File: src/rtl/fft_butterfly_scheduler.sv
// fft_butterfly_scheduler - radix-2 DIT address sequencer with fixed-latency write-back.
// Optional FFT_SCHED_ABORT_EN adds an abort input that cancels the transform.
module fft_butterfly_scheduler #(
  parameter int LOG2_N   = 4,
  parameter int PIPE_LAT = 3
) (
  input  logic              clk,
  input  logic              rst,
  input  logic              start,
`ifdef FFT_SCHED_ABORT_EN
  input  logic              abort,
`endif
  output logic              busy,
  output logic              done,
  output logic [LOG2_N-1:0] stage,
  output logic              rd_en,
  output logic [LOG2_N-1:0] rd_addr_n,
  output logic [LOG2_N-1:0] rd_addr_m,
  output logic [LOG2_N-2:0] tw_addr,
  output logic              wr_en,
  output logic [LOG2_N-1:0] wr_addr_n,
  output logic [LOG2_N-1:0] wr_addr_m
);

  localparam int KW = LOG2_N - 1;
  localparam int DW = (PIPE_LAT > 1) ? $clog2(PIPE_LAT) : 1;
  localparam logic [KW-1:0]     LAST_K = KW'((2 ** KW) - 1);
  localparam logic [DW-1:0]     LAST_D = DW'(PIPE_LAT - 1);
  localparam logic [LOG2_N-1:0] LAST_S = LOG2_N'(LOG2_N - 1);

  typedef enum logic [1:0] {S_IDLE, S_ISSUE, S_DRAIN, S_DONE} state_t;

  state_t            state_q, state_d;
  logic [LOG2_N-1:0] s_q;
  logic [KW-1:0]     k_q;
  logic [DW-1:0]     d_q;
  logic              abort_hit;
  logic              abort_cut;

`ifdef FFT_SCHED_ABORT_EN
  assign abort_hit = abort;
`else
  assign abort_hit = 1'b0;
`endif

  assign abort_cut = abort_hit && (state_q == S_ISSUE || state_q == S_DRAIN);

  always_ff @(posedge clk or posedge rst) begin
    if (rst) state_q <= S_IDLE;
    else     state_q <= state_d;
  end

  always_comb begin
    state_d = state_q;
    case (state_q)
      S_IDLE:  if (start) state_d = S_ISSUE;
      S_ISSUE: if (k_q == LAST_K) state_d = S_DRAIN;
      S_DRAIN: if (d_q == LAST_D) state_d = (s_q == LAST_S) ? S_DONE : S_ISSUE;
      S_DONE:  state_d = S_IDLE;
      default: state_d = S_IDLE;
    endcase
    if (abort_cut) state_d = S_IDLE;
  end

  // k wraps to zero naturally after the last butterfly of a stage.
  always_ff @(posedge clk or posedge rst) begin
    if (rst) begin
      s_q <= '0;
      k_q <= '0;
      d_q <= '0;
    end else begin
      case (state_q)
        S_IDLE: begin
          if (start) begin
            s_q <= '0;
            k_q <= '0;
            d_q <= '0;
          end
        end
        S_ISSUE: begin
          k_q <= k_q + KW'(1);
          d_q <= '0;
        end
        S_DRAIN: begin
          d_q <= d_q + DW'(1);
          if (d_q == LAST_D && s_q != LAST_S) begin
            s_q <= s_q + LOG2_N'(1);
            k_q <= '0;
          end
        end
        default: ;
      endcase
    end
  end

  logic [LOG2_N-1:0] k_ext, half, mask, n_addr;
  logic [KW-1:0]     j_k, tw_raw;

  // Address n is k with a zero bit inserted at position s; m sets that bit.
  always_comb begin
    k_ext  = {1'b0, k_q};
    half   = LOG2_N'(1) << s_q;
    mask   = half - LOG2_N'(1);
    n_addr = ((k_ext >> s_q) << (s_q + LOG2_N'(1))) | (k_ext & mask);
    j_k    = k_q & mask[KW-1:0];
    tw_raw = j_k << (LOG2_N'(KW) - s_q);
  end

  assign rd_en     = (state_q == S_ISSUE);
  assign busy      = (state_q == S_ISSUE) || (state_q == S_DRAIN);
  assign done      = (state_q == S_DONE);
  assign stage     = s_q;
  assign rd_addr_n = rd_en ? n_addr : '0;
  assign rd_addr_m = rd_en ? (n_addr | half) : '0;
  assign tw_addr   = rd_en ? tw_raw : '0;

  logic [PIPE_LAT-1:0] vld_q;
  logic [LOG2_N-1:0]   an_q [PIPE_LAT];
  logic [LOG2_N-1:0]   am_q [PIPE_LAT];

  always_ff @(posedge clk or posedge rst) begin
    if (rst) begin
      vld_q <= '0;
      for (int i = 0; i < PIPE_LAT; i++) begin
        an_q[i] <= '0;
        am_q[i] <= '0;
      end
    end else begin
      for (int i = PIPE_LAT - 1; i > 0; i--) begin
        vld_q[i] <= vld_q[i-1];
        an_q[i]  <= an_q[i-1];
        am_q[i]  <= am_q[i-1];
      end
      vld_q[0] <= rd_en;
      an_q[0]  <= rd_addr_n;
      am_q[0]  <= rd_addr_m;
      if (abort_cut) vld_q <= '0;
    end
  end

  assign wr_en     = vld_q[PIPE_LAT-1];
  assign wr_addr_n = wr_en ? an_q[PIPE_LAT-1] : '0;
  assign wr_addr_m = wr_en ? am_q[PIPE_LAT-1] : '0;

endmodule

File: config.mk
export PLATFORM = sky130hd
export DESIGN_NAME = fft_butterfly_scheduler
export DESIGN_NICKNAME = d
export VERILOG_FILES = /design/src/rtl/fft_butterfly_scheduler.sv
export SDC_FILE = /design/constraint.sdc
export NUM_CORES = 1
export LEC_CHECK = 0
export ABC_CLOCK_PERIOD_IN_PS = 4620
export CORE_ASPECT_RATIO = 0.75
export CORE_MARGIN = 1.5
export CORE_UTILIZATION = 55
export CTS_CLUSTER_DIAMETER = 100
export CTS_CLUSTER_SIZE = 24
export DETAILED_ROUTE_END_ITERATION = 16
export PLACE_DENSITY = 0.82
export SLEW_MARGIN = 20
export SYNTH_ARGS = -nofsm -noshare
export SYNTH_HDL_FRONTEND = slang
export SYNTH_SLANG_ARGS = --single-unit
File: constraint.sdc
create_clock -name clk -period 4.62 [get_ports clk]
set_input_delay 0.693 -clock clk [delete_from_list [all_inputs] [get_ports clk]]
set_output_delay 0.693 -clock clk [all_outputs]
set_load 0.01 [all_outputs]
==> qor.txt, run 1 <==
outcome = completed
Die Wd = 67.84 um
CP peak stage delay = 0.60 ns
fin util = 71.18%
first-pass GRT wire length = 5671 um
Fin. Hold Viols = 0
CP max stage cell = dfrtp_1
setup TNS = 0 ns
synth top area cells = dfrtp_1, ha_1, o21ai_0, and2_1, nand3_1
DP Wirelength = 2504 um
drt total wl = 3493 um
htree depth = 2
number of synthesized flops with an enable pin = 0
# IOs = 30
relative slew slack = 58.16%
worst vdd ir = 225.2 uV
total grt overflow = 0
die height = 51.63 um
worst-skew pair later-pin latency = 0.30 ns
TritonCTS Sinks = 38
sequential area share after synthesis = 54.83%
Iteration-0 DRC Markers = 102
Setup Crit Path Kind = reg -> out
pwr/cell area = 262.0 nW/um^2
final net count = 198
GP Congestion = 0.8305
Critical Path End = tw_addr[1]
Setup crit start kind = flop
CTS Root Cell = clkbuf_8
post-CTS setup buffers = 0
Fmax = 269.7 MHz
commonest non-fill, non-tap cell in the layout = dfrtp_1
crit path max fanout = 19
Initial Util = 58.24%
Synth cell types = 46
R2R depth = 5
reg2reg end = k_q[0]
initial antenna violation count = 0
Area Growth Syn to Fin = 22.22%
DR pass1 iterations = 4
final instance area = 2120 um^2
critical path endpoint category = output port
Top FF cell, synth = dfrtp_1
synthesized cell area = 1734 um^2
RSZ-0062 raised after global routing = false
Post-Syn Nets = 169
overall power = 555.4 uW
drt wl/cell = 15.73 um
Buffers on Ports = 29
Pleak = 0.0009668 uW
Place WS = 1.296 ns
# hold bufs at CTS = 0
largest net degree at the start of global routing = 39
Tot GR Track Use = 23.04%
Critical Path Start = stage[0]
final number of max-transition violations = 0
FF-to-FF Start = stage[0]
skew final = 0.01218 ns
post-synth top area cell = dfrtp_1
share of cells above drive strength 1 = 7.609%
Tmin final = 3.708 ns
Arr. time, crit path = 3.02 ns
antenna viol nets, final = 0
Hold Crit Class = reg -> reg
Final WS setup = 0.9116 ns
Via-to-Cell Ratio = 5.887
via count = 1307
Filler cells = 211
Critical Path Stages = 7
crit-path cells = or3_4 -> or2_4 -> ha_1 -> nor2_1 -> a21oi_1 -> nor4_1 -> clkdlybuf4s50_1
cell family with most CP delay = simple AND/OR/NAND/NOR gates
most frequent cells in the layout = dfrtp_1, clkdlybuf4s50_1, o21ai_0, ha_1
Site Rows = 17
share of the synthesized area in the top cell type = 54.83%
synth warn = 0
Clock Tree Buf Depth = 2
CTS tree = yes
Required @ worst endpoint = 3.93 ns
CTS resizes = 0
Die Area = 3503 um^2
Max-Cap Viols = 0
number of diodes = 0
Core Footprint = 2978 um^2
syn_area_per_cell = 11.19 um^2
vias in the first global route = 1243
dpl cell area = 2041 um^2
fraction of registers with async set/reset = 100.0%
Final setup viols = 0
Worst Tran Pin Value = 0.6238 ns
WP buf/inv = 1
Clock transition at path regs = 0.08 ns
Num CTS Buffers = 5
Reg2Reg Setup Slack = 2.37 ns
Seq cells post-synth = 38
Synth Instances = 155
# DRC = 0
Final period util = 80.27%
area by class of cell:
type                            count  area (um^2)  area share, %
Multi-Input combinational cell     99        706.9          33.35
Inverter                           10        37.54          1.771
Clock buffer                        5        68.82          3.247
Sequential cell                    38        950.9          44.86
Timing Repair Buffer               30        297.8          14.05
Clock inverter                      2        10.01         0.4723
Tap cell                           38        47.55          2.243
worst min path at each step:
stage              from       to  depth (start not counted)
2_1_floorplan   am_q[4]  am_q[0]                          0
3_3_place_gp   am_q[11]  am_q[7]                          0
3_5_place_dp    am_q[6]  am_q[2]                          0
4_1_cts         am_q[6]  am_q[2]                          0
5_1_grt         an_q[9]  an_q[5]                          0
6_report       an_q[10]  an_q[6]                          0
flip-flops by register name (all words and copies together), names as in the netlist:
register,flops
d_q,2
an_q,12
stage,4
k_q,3
state_q,2
vld_q,3
am_q,12
through the flow:
step	hold WS, ns	cells
global route	0.3538	222
floorplan	0.3312	155
finish	0.3434	222
global placement	0.3321	215
detailed placement	0.3358	215
CTS	0.3510	222
power breakdown:
part / switching, uW / leakage [uW] / internal [uW]
logic: 6.40 / 0.000474 / 2.21
registers: 0 / 0.000449 / 333
clock network: 113 / 0.0000438 / 101
Yosys cell counts (2+ instances only):
master    count
nand2_1      10
nor3b_1       2
o21a_1        2
inv_1        10
nor2_1        4
xor2_1        2
dfrtp_1      38
nor4b_1       2
nand3_1       8
nor3_1        2
nand4b_1      2
ha_1         11
mux2i_1       2
clkbuf_1      6
a21oi_1       5
o21ai_0      11
and2_1        8
nor4_1        2
logic make-up after synthesis:
family | synth area share, %
adder cells (fa/ha/maj) | 7.936
XOR/XNOR | 1.515
buffers and inverters | 4.401
AO/OA/AOI/OAI | 12.92
AND/OR/NAND/NOR | 17.25
multiplexers | 1.154
flip-flops | 54.83
per-layer routing:
metal	GRT usage, %	routed length (um)	vias up
li1	-	-	602
met1	27.46	1458	641
met2	37.58	1735	55
met3	7.143	223	9
met4	12.00	76	0
met5	0	0	-
(Power assumes the default switching activity.)
==> run 2, diff against run 1 <==
ABC_CLOCK_PERIOD_IN_PS = 3290   (was 4620)
CORE_UTILIZATION = 47   (was 55)
PLACE_DENSITY = 0.74   (was 0.82)
clock period = 3.29 ns   (was 4.62 ns; I/O delays follow)
==> qor.txt, run 2 (synthesis gave the netlist of run 1 again) <==
Clock Tree Buf Depth = 2
outcome = completed
# DRC = 0
Buffers on Ports = 29
Hold Crit Class = reg -> reg
share of cells above drive strength 1 = 10.16%
Fmax = 318.7 MHz
Required @ worst endpoint = 2.80 ns
relative slew slack = 44.94%
pwr/cell area = 357.4 nW/um^2
via count = 1284
GP Congestion = 0.8602
crit-path cells = or3_4 -> or2_4 -> ha_1 -> o21ai_0 -> o21a_1 -> clkdlybuf4s50_1
Core Footprint = 3401 um^2
Worst Tran Pin Value = 0.8250 ns
most frequent cells in the layout = dfrtp_1, clkdlybuf4s50_1, o21ai_0, ha_1
die height = 55.61 um
TritonCTS Sinks = 38
htree depth = 2
drt total wl = 3618 um
Site Rows = 18
Max-Cap Viols = 0
Arr. time, crit path = 2.64 ns
Initial Util = 50.99%
Die Wd = 73.14 um
skew final = 0.007027 ns
first-pass GRT wire length = 5858 um
Pleak = 0.001017 uW
setup TNS = 0 ns
Fin. Hold Viols = 0
Iteration-0 DRC Markers = 131
largest net degree at the start of global routing = 24
RSZ-0062 raised after global routing = false
overall power = 776.8 uW
vias in the first global route = 1275
commonest non-fill, non-tap cell in the layout = dfrtp_1
fin util = 63.91%
critical path endpoint category = output port
Die Area = 4067 um^2
worst-skew pair later-pin latency = 0.28 ns
CP peak stage delay = 0.54 ns
Final period util = 95.38%
Setup Crit Path Kind = reg -> out
final number of max-transition violations = 0
Tmin final = 3.138 ns
crit path max fanout = 8
Via-to-Cell Ratio = 5.418
total grt overflow = 0
Tot GR Track Use = 19.09%
CTS Root Cell = clkbuf_8
post-CTS setup buffers = 0
# IOs = 30
number of diodes = 0
initial antenna violation count = 0
drt wl/cell = 15.27 um
worst vdd ir = 234.4 uV
DP Wirelength = 2611 um
CP max stage cell = clkdlybuf4s50_1
antenna viol nets, final = 0
final net count = 201
DR pass1 iterations = 5
Clock transition at path regs = 0.07 ns
Num CTS Buffers = 5
Area Growth Syn to Fin = 25.32%
Final setup viols = 0
Setup crit start kind = flop
CTS tree = yes
run 2: final timing paths:
| path | startpoint | cells after the start | end | slack [ns] |
|---|---|---|---|---|
| setup / recovery | stage[3] | 6 | rd_addr_m[1] | 0.15 |
| hold / removal | an_q[4] | 0 | an_q[0] | 0.35 |
| setup reg to reg | stage[0] | 6 | k_q[0] | 1.13 |
| hold reg to reg | an_q[4] | 0 | an_q[0] | 0.35 |
| max in group asynchronous | rst | 3 | stage[3] | 1.86 |
| min in group asynchronous | rst | 2 | am_q[8] | 0.68 |
run 2: stage by stage:
| step | std cells | hold WS (ns) | setup WS [ns] | instance area (um^2) |
|---|---|---|---|---|
| detailed placement | 230 | 0.3347 | 0.3243 | 2078 |
| finish | 237 | 0.3486 | 0.1519 | 2173 |
| global placement | 230 | 0.3318 | 0.3733 | 2078 |
| global route | 237 | 0.3607 | 0.05246 | 2173 |
| floorplan | 155 | 0.3312 | 0.7737 | 1734 |
| CTS | 237 | 0.3501 | 0.004176 | 2157 |
run 2: critical path: cells and delay by family (launching register included):
kind	cells	cell delay, ns
fa+ha+maj	1	0.33
buf+inv	1	0.54
simple gates	2	0.64
compound gates	2	0.38
flops	1	0.46
run 2: timing repair:
action / CTS / global route
hold buffers: 0 / 0
gates resized for setup: 0 / 5
endpoints found under the setup margin: 0 / 3
run 2: layer usage:
| layer | share of wire, % | up-vias | wire (um) | GRT usage, % |
|---|---|---|---|---|
| li1 | - | 610 | - | - |
| met1 | 42 | 611 | 1520 | 24.43 |
| met2 | 49 | 54 | 1756 | 31.17 |
| met3 | 7.9 | 9 | 286 | 5.616 |
| met4 | 1.5 | 0 | 55 | 5.660 |
| met5 | 0 | - | 0 | 0 |
run 2: final cells by class:
type | instances | area (um^2)
clock inverters | 2 | 10.01
clock buffers | 5 | 68.82
repair buffers | 33 | 327.8
inverters | 10 | 37.54
multi-input cells | 99 | 714.4
flip-flops and latches | 38 | 952.2
fillers | 258 | 1227
well taps | 50 | 62.56
run 2: power by group:
part	internal [uW]	leakage, uW	total (uW)	switching [uW]
combinational	3.08	0.000524	12.5	9.46
sequential	467	0.000449	467	0
clock	142	0.0000438	297	155
total	612	0.00102	777	165
==> run 3, diff against run 2 <==
CAP_MARGIN = 0   (was unset)
CELL_PAD_IN_SITES_DETAIL_PLACEMENT = 0   (was unset)
CELL_PAD_IN_SITES_GLOBAL_PLACEMENT = 1   (was unset)
CORE_UTILIZATION = 37   (was 47)
SLEW_MARGIN = unset   (was 20)
==> qor.txt, run 3 (synthesis gave the netlist of run 1 again) <==
DP Wirelength = 2582 um
Filler cells = 405
Cells on Worst Hold Path = 0
Pleak = 0.001025 uW
R2R depth = 6
Arr. time, crit path = 2.74 ns
Area Growth Syn to Fin = 28.28%
Fmax = 309.0 MHz
crit path max fanout = 8
crit-path cells = or3_4 -> or2_4 -> ha_1 -> xnor2_1 -> o32ai_2 -> o21bai_2 -> clkdlybuf4s50_1
Die Wd = 82.05 um
Endpoint, Worst Hold = am_q[3]
hold_ws = 0.3506 ns
Buffers on Ports = 29
first-pass GRT wire length = 5878 um
antenna viol nets, final = 0
Num CTS Buffers = 5
initial antenna violation count = 0
CP peak stage delay = 0.48 ns
most frequent cells in the layout = dfrtp_1, clkdlybuf4s50_1, o21ai_0, ha_1
Max-Cap Viols = 0
Initial Util = 38.60%
Tot GR Track Use = 15.20%
worst-skew pair later-pin latency = 0.30 ns
Reg2Reg Setup Slack = 1.19 ns
Final period util = 98.36%
Setup crit start kind = flop
Clock transition at path regs = 0.08 ns
Worst Tran Pin Value = 0.6802 ns
via count = 1280
Required @ worst endpoint = 2.80 ns
Site Rows = 21
FF-to-FF Start = stage[0]
# IOs = 30
outcome = completed
die height = 62.29 um
Tmin final = 3.236 ns
# hold bufs at CTS = 0
largest net degree at the start of global routing = 22
setup TNS = 0 ns
final instance area = 2225 um^2
GP Congestion = 0.8133
placed cells = 237
# DRC = 0
Die Area = 5111 um^2
CTS tree = yes
min-delay src = am_q[7]
worst vdd ir = 180.4 uV
TritonCTS Sinks = 38
Hold Crit Class = reg -> reg
Core Footprint = 4493 um^2
number of diodes = 0
CTS Root Cell = clkbuf_8
fin cells = 245
WP buf/inv = 1
cell family with most CP delay = simple AND/OR/NAND/NOR gates
drt wl/cell = 14.30 um
overall power = 879.4 uW
htree depth = 2
Iteration-0 DRC Markers = 52
dpl cell area = 2087 um^2
drt total wl = 3504 um
vias in the first global route = 1250
CP max stage cell = clkdlybuf4s50_1
total grt overflow = 0
skew final = 0.01525 ns
Clock Tree Buf Depth = 2
Via-to-Cell Ratio = 5.224
relative slew slack = 54.61%
final number of max-transition violations = 0
final net count = 201
Setup Crit Path Kind = reg -> out
Fin. Hold Viols = 0
share of cells above drive strength 1 = 11.70%
pwr/cell area = 395.3 nW/um^2
commonest non-fill, non-tap cell in the layout = dfrtp_1
Final setup viols = 0
DR pass1 iterations = 4
critical path endpoint category = output port
reg2reg end = k_q[0]
run 3: cell types whose count changed in the layout (fill, tap and decap cells not counted):
| cell | before | now |
|---|---|---|
| clkinv_2 | 2 | 0 |
| clkinvlp_4 | 0 | 2 |
| nor4_2 | 0 | 1 |
| o21bai_1 | 1 | 0 |
| dlymetal6s2s_1 | 3 | 2 |
| o21bai_2 | 0 | 1 |
| nor4_1 | 2 | 1 |
| clkdlybuf4s50_1 | 26 | 27 |
| bufinv_16 | 0 | 1 |
run 3: repair_timing:
item	CTS	global route
buffers inserted	0	0
endpoints found under the setup margin	2	3
gates cloned	0	0
gates resized for setup	2	4
run 3: how the worst max path moves through the flow:
stage	cells past startpoint	from	end
2_1_floorplan	6	stage[0]	tw_addr[2]
3_3_place_gp	7	stage[3]	tw_addr[1]
3_5_place_dp	7	stage[3]	tw_addr[1]
4_1_cts	6	stage[3]	tw_addr[2]
5_1_grt	7	stage[3]	rd_addr_m[2]
6_report	7	stage[3]	rd_addr_m[2]
run 3: cell type report:
cell class | instances | area, um^2 | share of cell area, %
flip-flops and latches | 38 | 952.2 | 42.80
multi-input cells | 99 | 724.4 | 32.56
repair buffers | 33 | 325.3 | 14.62
well taps | 57 | 71.32 | 3.206
clock buffers | 5 | 68.82 | 3.093
clock inverters | 3 | 45.04 | 2.025
inverters | 10 | 37.54 | 1.687
run 3: worst reg2reg max path, delay by kind of cell (launching register included):
kind / cells / cell delay, ns
compound gates: 2 / 0.85
simple gates: 1 / 0.10
fa+ha+maj: 1 / 0.32
mux: 1 / 0.14
buf+inv: 1 / 0.21
flops: 1 / 0.41
run 3: metal layers:
metal	vias to the layer above	track usage, %	share of wire, %
met5	-	0	0
met4	0	4.237	0
met1	630	20.59	47
met3	0	5.441	6.8
li1	610	-	-
met2	40	22.85	46
run 3: per-stage QoR:
step / worst slack (ns) / util, %
5_1_grt: -0.03921 / 49.51
4_1_cts: 0.006854 / 49.21
3_5_place_dp: 0.3104 / 46.45
6_report: 0.05388 / 49.51
2_1_floorplan: 0.7737 / -
3_3_place_gp: 0.3306 / 46.45
run 3: report_power, final:
part	internal, uW	switching (uW)	leakage, uW
registers	467	0	0.000449
clock network	226	175	0.0000504
logic	3.09	9.04	0.000526
==> variant 1, RTL diff (config.mk and constraints of run 3) <==
`PIPE_LAT`: 3 -> 2.
--- a/src/rtl/fft_butterfly_scheduler.sv
+++ b/src/rtl/fft_butterfly_scheduler.sv
@@ -2,7 +2,7 @@
 // Optional FFT_SCHED_ABORT_EN adds an abort input that cancels the transform.
 module fft_butterfly_scheduler #(
   parameter int LOG2_N   = 4,
-  parameter int PIPE_LAT = 3
+  parameter int PIPE_LAT = 2
 ) (
   input  logic              clk,
   input  logic              rst,
Function: changed (Yosys sat finds a counterexample within 4 cycles, from zero or initial values and one cycle with rst high).
==> variant 1 against run 3 <==
  * Clock skew decreased by 8.0 ps
  * Design area decreased by 15%
  * Sequential cell count decreased by 10
  * Routed wire length decreased by 17%
  * Hold slack improved by 3.0 ps
  * Final cell count decreased by 11%
  * Power decreased by 30%
  * Register-to-register slack improved by 210 ps
  * Clock power decreased by 34%
  * Synthesized area decreased by 13%
  * Worst setup slack improved by 160 ps
  * Largest cell class is now multi-input combinational cells
==> variant 1: results (changes against run 3) <==
- WL/cell: 13.3 microns (-6.9%)
- Min-Delay Path Class: register to register
- Diode count: 0 (unchanged)
- Largest net degree at the start of global routing: 29 (+32%)
- CTS Buffer Depth: 2 (unchanged)
- VDD IR max: 0.214 mV (+19%)
- Drt pass-1 iters: 4 (unchanged)
- DR vias/cell: 4.98 (-4.6%)
- Predominant post-synthesis flop cell: dfrtp_1
- Max-slew violation count: 0 (unchanged)
- Mapped Nets: 152 (-10%)
- DRT iter0 DRCs: 46 (-12%)
- Detailed Place HPWL: 2.16 mm (-17%)
- Gr usage total: 13.5% (-1.7 points)
- Initial antenna violation count: 0 (unchanged)
- CTS H-tree lvls: 1 (-1)
- CP max FO: 15 (+7)
- Pleak: 0.794 nW (-22%)
- I/O Buffers: 29 (unchanged)
- Vias: 1086 (-15%)
- Setup Skew: 7.28 ps (-7.97 ps)
- Slew of the pin with the lowest slew margin: 1060 ps (+384 ps)
- Clock root cell: clkbuf_8
- Vias in the first global route: 1008 (-19%)
- First-pass GRT wire length: 4.80 mm (-18%)
- Final-stage net count: 181 (-10%)
- Status: complete, no violations
- Register area share after synthesis: 46.6% (-8.3 points)
- Warnings, synthesis: 0 (unchanged)
- GRT Residual Overflow: 0 (unchanged)
- Final Wtd Congestion: 0.795 (-2.2%)
- Ratio of cells with drive above 1 in the final layout: 11.4% (-0.26 points)
- Critical Path AT: 2580 ps (-160 ps)
- Ranking of synthesized cells by area: dfrtp_1 (47%), ha_1 (9.1%), and2_1 (3.3%)
- Worst skew pair latency: 270 ps (-30 ps)
- Placed Cells: 214 (-9.7%)
- Synth top cells by count: dfrtp_1 (28), ha_1 (11), and2_1 (8)
- Reg clk slew, reported paths: 90 ps
- Syn_area_per_cell: 10.9 sq um (-2.5%)
- CTS Buf Count: 3 (-2)
- Async SR Flop Fraction: 100% (unchanged)
- Netlist cell types: 41 (-11%)
-- variant 1: changes by cell type after synthesis, sizes merged, moves of 3 or more --
cell    delta
and3       +3
nor2b      +7
nand2      -3
buf        +5
nand3b     +3
dfrtp     -10
nand3      -4
clkbuf     -6
o21ai      -5
inv        -4
-- variant 1: worst paths after layout --
| path | from | to | slack (ps) | cells after the start |
|---|---|---|---|---|
| min in group asynchronous | rst | am_q[6] | 790 | 2 |
| max in group asynchronous | rst | stage[1] | 1800 | 2 |
| setup reg to reg | state_q[0] | k_q[1] | 1400 | 6 |
| hold / removal | am_q[4] | am_q[0] | 350 | 0 |
| hold reg to reg | am_q[4] | am_q[0] | 350 | 0 |
| setup / recovery | stage[1] | tw_addr[2] | 210 | 8 |
-- variant 1: layout make-up --
class	count	area, sq um
Clock inverter	1	30.0
Fill cell	347	1880
Multi-Input combinational cell	97	734
Clock buffer	3	41.3
Sequential cell	28	702
Timing Repair Buffer	31	305
Inverter	6	22.5
Tap cell	52	65.1
-- variant 1: what timing repair did --
action                     CTS  global route
setup endpoints to repair    1             2
gates resized for setup      1             2
cloned                       0             0
buffers inserted             0             0
-- variant 1: worst max-delay path: stages (launching register included) --
cell,delay [ps]
dfrtp_2,510
nor3_2,260
nand2b_1,110
ha_1,300
nor2b_1,210
nor2b_1,160
o21ai_0,80
a21oi_1,140
clkdlybuf4s50_1,550
-- variant 1: logic make-up (layout without fill, tap and decap cells) --
family	count (synthesis)	after routing	share of synthesized area (%)
adder cells (fa/ha/maj)	11	11	9.14
buffers and inverters	13	41	4.99
multiplexers	2	2	1.50
XOR/XNOR	3	3	1.75
AND/OR/NAND/NOR	54	54	23.8
flip-flops	28	28	46.6
AO/OA/AOI/OAI	27	27	12.3
-- variant 1: per-stage QoR --
step | utilization, % | area [sq um] | total power [mW] | setup WS (ps) | hold slack, ps
final | 50.3 | 1900 | 0.616 | 214 | 354
after global routing | 50.3 | 1900 | 0.639 | 45.4 | 369
after CTS | 50.2 | 1900 | 0.631 | 72.9 | 356
after detailed placement | 48.2 | 1820 | 0.360 | 321 | 335
after global placement | 48.2 | 1820 | 0.360 | 488 | 332
after floorplan | - | 1510 | 0.356 | 998 | 331
-- variant 1: power breakdown --
group | switching, mW | total (mW) | internal [mW]
Combinational | 0.00669 | 0.00897 | 0.00228
Clock | 0.101 | 0.263 | 0.163
Sequential | 0 | 0.344 | 0.344
Total | 0.107 | 0.616 | 0.509
-- variant 1: layer usage --
layer | vias to the layer above | wire (microns) | GRT usage [%]
met4 | 0 | 4 | 0.794
met1 | 514 | 1400 | 17.9
met2 | 32 | 1350 | 23.3
met3 | 2 | 143 | 3.78
li1 | 538 | - | -
met5 | - | 0 | 0
==> variant 2, RTL diff (settings of run 3) <==
Without the edit above. The 4 states of `state_t` get a one-hot encoding in 4 bits.
--- a/src/rtl/fft_butterfly_scheduler.sv
+++ b/src/rtl/fft_butterfly_scheduler.sv
@@ -28,7 +28,7 @@
   localparam logic [DW-1:0]     LAST_D = DW'(PIPE_LAT - 1);
   localparam logic [LOG2_N-1:0] LAST_S = LOG2_N'(LOG2_N - 1);
 
-  typedef enum logic [1:0] {S_IDLE, S_ISSUE, S_DRAIN, S_DONE} state_t;
+  typedef enum logic [3:0] {S_IDLE = 4'b0001, S_ISSUE = 4'b0010, S_DRAIN = 4'b0100, S_DONE = 4'b1000} state_t;
 
   state_t            state_q, state_d;
   logic [LOG2_N-1:0] s_q;
Check against the original RTL: no difference found for any inputs over 10 cycles, from zero or initial values and one cycle with rst high; not proved beyond that.
==> variant 2 against run 3 <==
  * Utilization up 1.0 points
  * Critical endpoint is now rd_addr_m[3]
  * Via count increased by 4.8%
  * Worst setup slack improved by 89 ps
  * Register-to-register slack improved by 220 ps
  * Synthesized area rose by 5.3%
  * Design area rose by 4.4%
  * Non-clock buffer count increased by 1
  * Maximum frequency is 2.8% higher
  * Sequential cell count grew 2
  * Routed wire length is 7.3% higher
Power is not compared: it rests on default switching activity, and its combinational part moved more than twofold at a synthesized area within 25%.
==> variant 2: results (changes against run 3) <==
- Register area share after synthesis: 54.9% (about the same)
- Cell with the largest stage delay on the worst path: clkdlybuf4s50_1
- Syn_area_per_cell: 11.2 sq um (+0.17%)
- RR Endpoint: am_q[11]
- Predominant post-synthesis flop cell: dfrtp_1
- DR vias/cell: 5.24 (+0.34%)
- Hold Path End: am_q[4]
- WS Path Type: register to output port
- Ranking of synthesized cells by area: dfrtp_1 (53%), ha_1 (4.1%), nand2_1 (2.9%)
- Final Wtd Congestion: 0.834 (+2.5%)
- Vias in the first global route: 1335 (+6.8%)
- Final-stage net count: 207 (+3.0%)
- Cell count of the worst hold path: 0 (unchanged)
- First-pass GRT wire length: 6.49 mm (+10%)
- Worst R2R Path Depth: 6 (unchanged)
- CP max FO: 14 (+6)
- Worst R2R Start: stage[1]
- R2R setup slack: 1410 ps (+220 ps)
- Detailed Place HPWL: 2.83 mm (+9.6%)
- Crit-path max cell delay: 540 ps (+60 ps)
- Netlist cell types: 50 (+8.7%)
- Critical Path AT: 2650 ps (-90 ps)
- Pleak: 1.05 nW
- Mapped Nets: 172 (+1.8%)
- Gr usage total: 15.5% (+0.30 points)
- Ratio of cells with drive above 1 in the final layout: 13.6% (+1.9 points)
- Synth top cells by count: dfrtp_1 (39), nand2_1 (14), a21oi_1 (9), nor2_1 (9)
- Placed Cells: 248 (+4.6%)
- DRT iter0 DRCs: 58 (+12%)
- GRT Residual Overflow: 0 (unchanged)
- Hold Startpoint: am_q[8]
- Number of setup buffers added after CTS: 0 (unchanged)
- Post-cts repair resize count: 0 (-2)
- Setup Skew: 11.9 ps (-3.39 ps)
- Slew of the pin with the lowest slew margin: 723 ps (+43.0 ps)
- WL/cell: 14.7 microns (+2.7%)
- Routed WL: 3.76 mm (+7.3%)
- Largest net degree at the start of global routing: 23 (+4.5%)
- Worst Setup EP: rd_addr_m[3]
- CP delay by family, top: buffers and inverters
- Status: complete, no violations
- Fillers: 415 (+2.5%)
## variant 2: cell count changes after synthesis, moves of 4 or more
cell	run 3	this run
nor2_1	4	9
nand2_1	10	14
clkbuf_1	6	2
a21oi_1	5	9
o21ai_0	11	2
ha_1	11	6
## variant 2: kinds of logic (layout without fill, tap and decap cells)
logic type / Yosys count / in the layout / share of synthesized area, %
flip-flops: 40 / 40 / 54.9
adder cells (fa/ha/maj): 6 / 6 / 4.11
AND/OR/NAND/NOR: 62 / 62 / 21.2
multiplexers: 4 / 4 / 2.26
buffers and inverters: 15 / 51 / 3.42
XOR/XNOR: 4 / 4 / 1.92
AO/OA/AOI/OAI: 32 / 32 / 12.2
## variant 2: layout make-up
class                      count  area [sq um]  share of cell area (%)
sequential                    40          1000                    43.1
multi-input combinational    108           764                    32.9
timing repair buffer          34           330                    14.2
clock buffer                   6          82.6                    3.55
tap                           57          71.3                    3.07
clock inverter                 2          38.8                    1.67
inverter                       9          33.8                    1.45
## variant 2: per-layer routing
metal / part of all wire (%) / GRT usage (%) / vias to the layer above
met4: 1.2 / 4.92 / 0
met2: 47 / 25.3 / 42
met5: 0 / 0 / -
li1: - / - / 638
met3: 4.8 / 4.26 / 8
met1: 47 / 20.1 / 654
## variant 2: through the flow
stage	utilization (%)	power (mW)	hold WS [ps]	setup WS [ps]	area, sq um
global route	50.5	1.56	365	34.5	2320
finish	50.5	1.47	353	143	2320
global placement	47.8	1.05	332	466	2200
floorplan	-	0.920	331	825	1830
detailed placement	47.8	1.07	335	417	2200
CTS	50.4	1.49	356	92.5	2320
## variant 2: where the power goes
group,switching (mW),total [mW],internal [mW]
registers,0.0854,0.658,0.573
logic,0.214,0.398,0.184
clock network,0.168,0.416,0.248
total,0.467,1.47,1.00
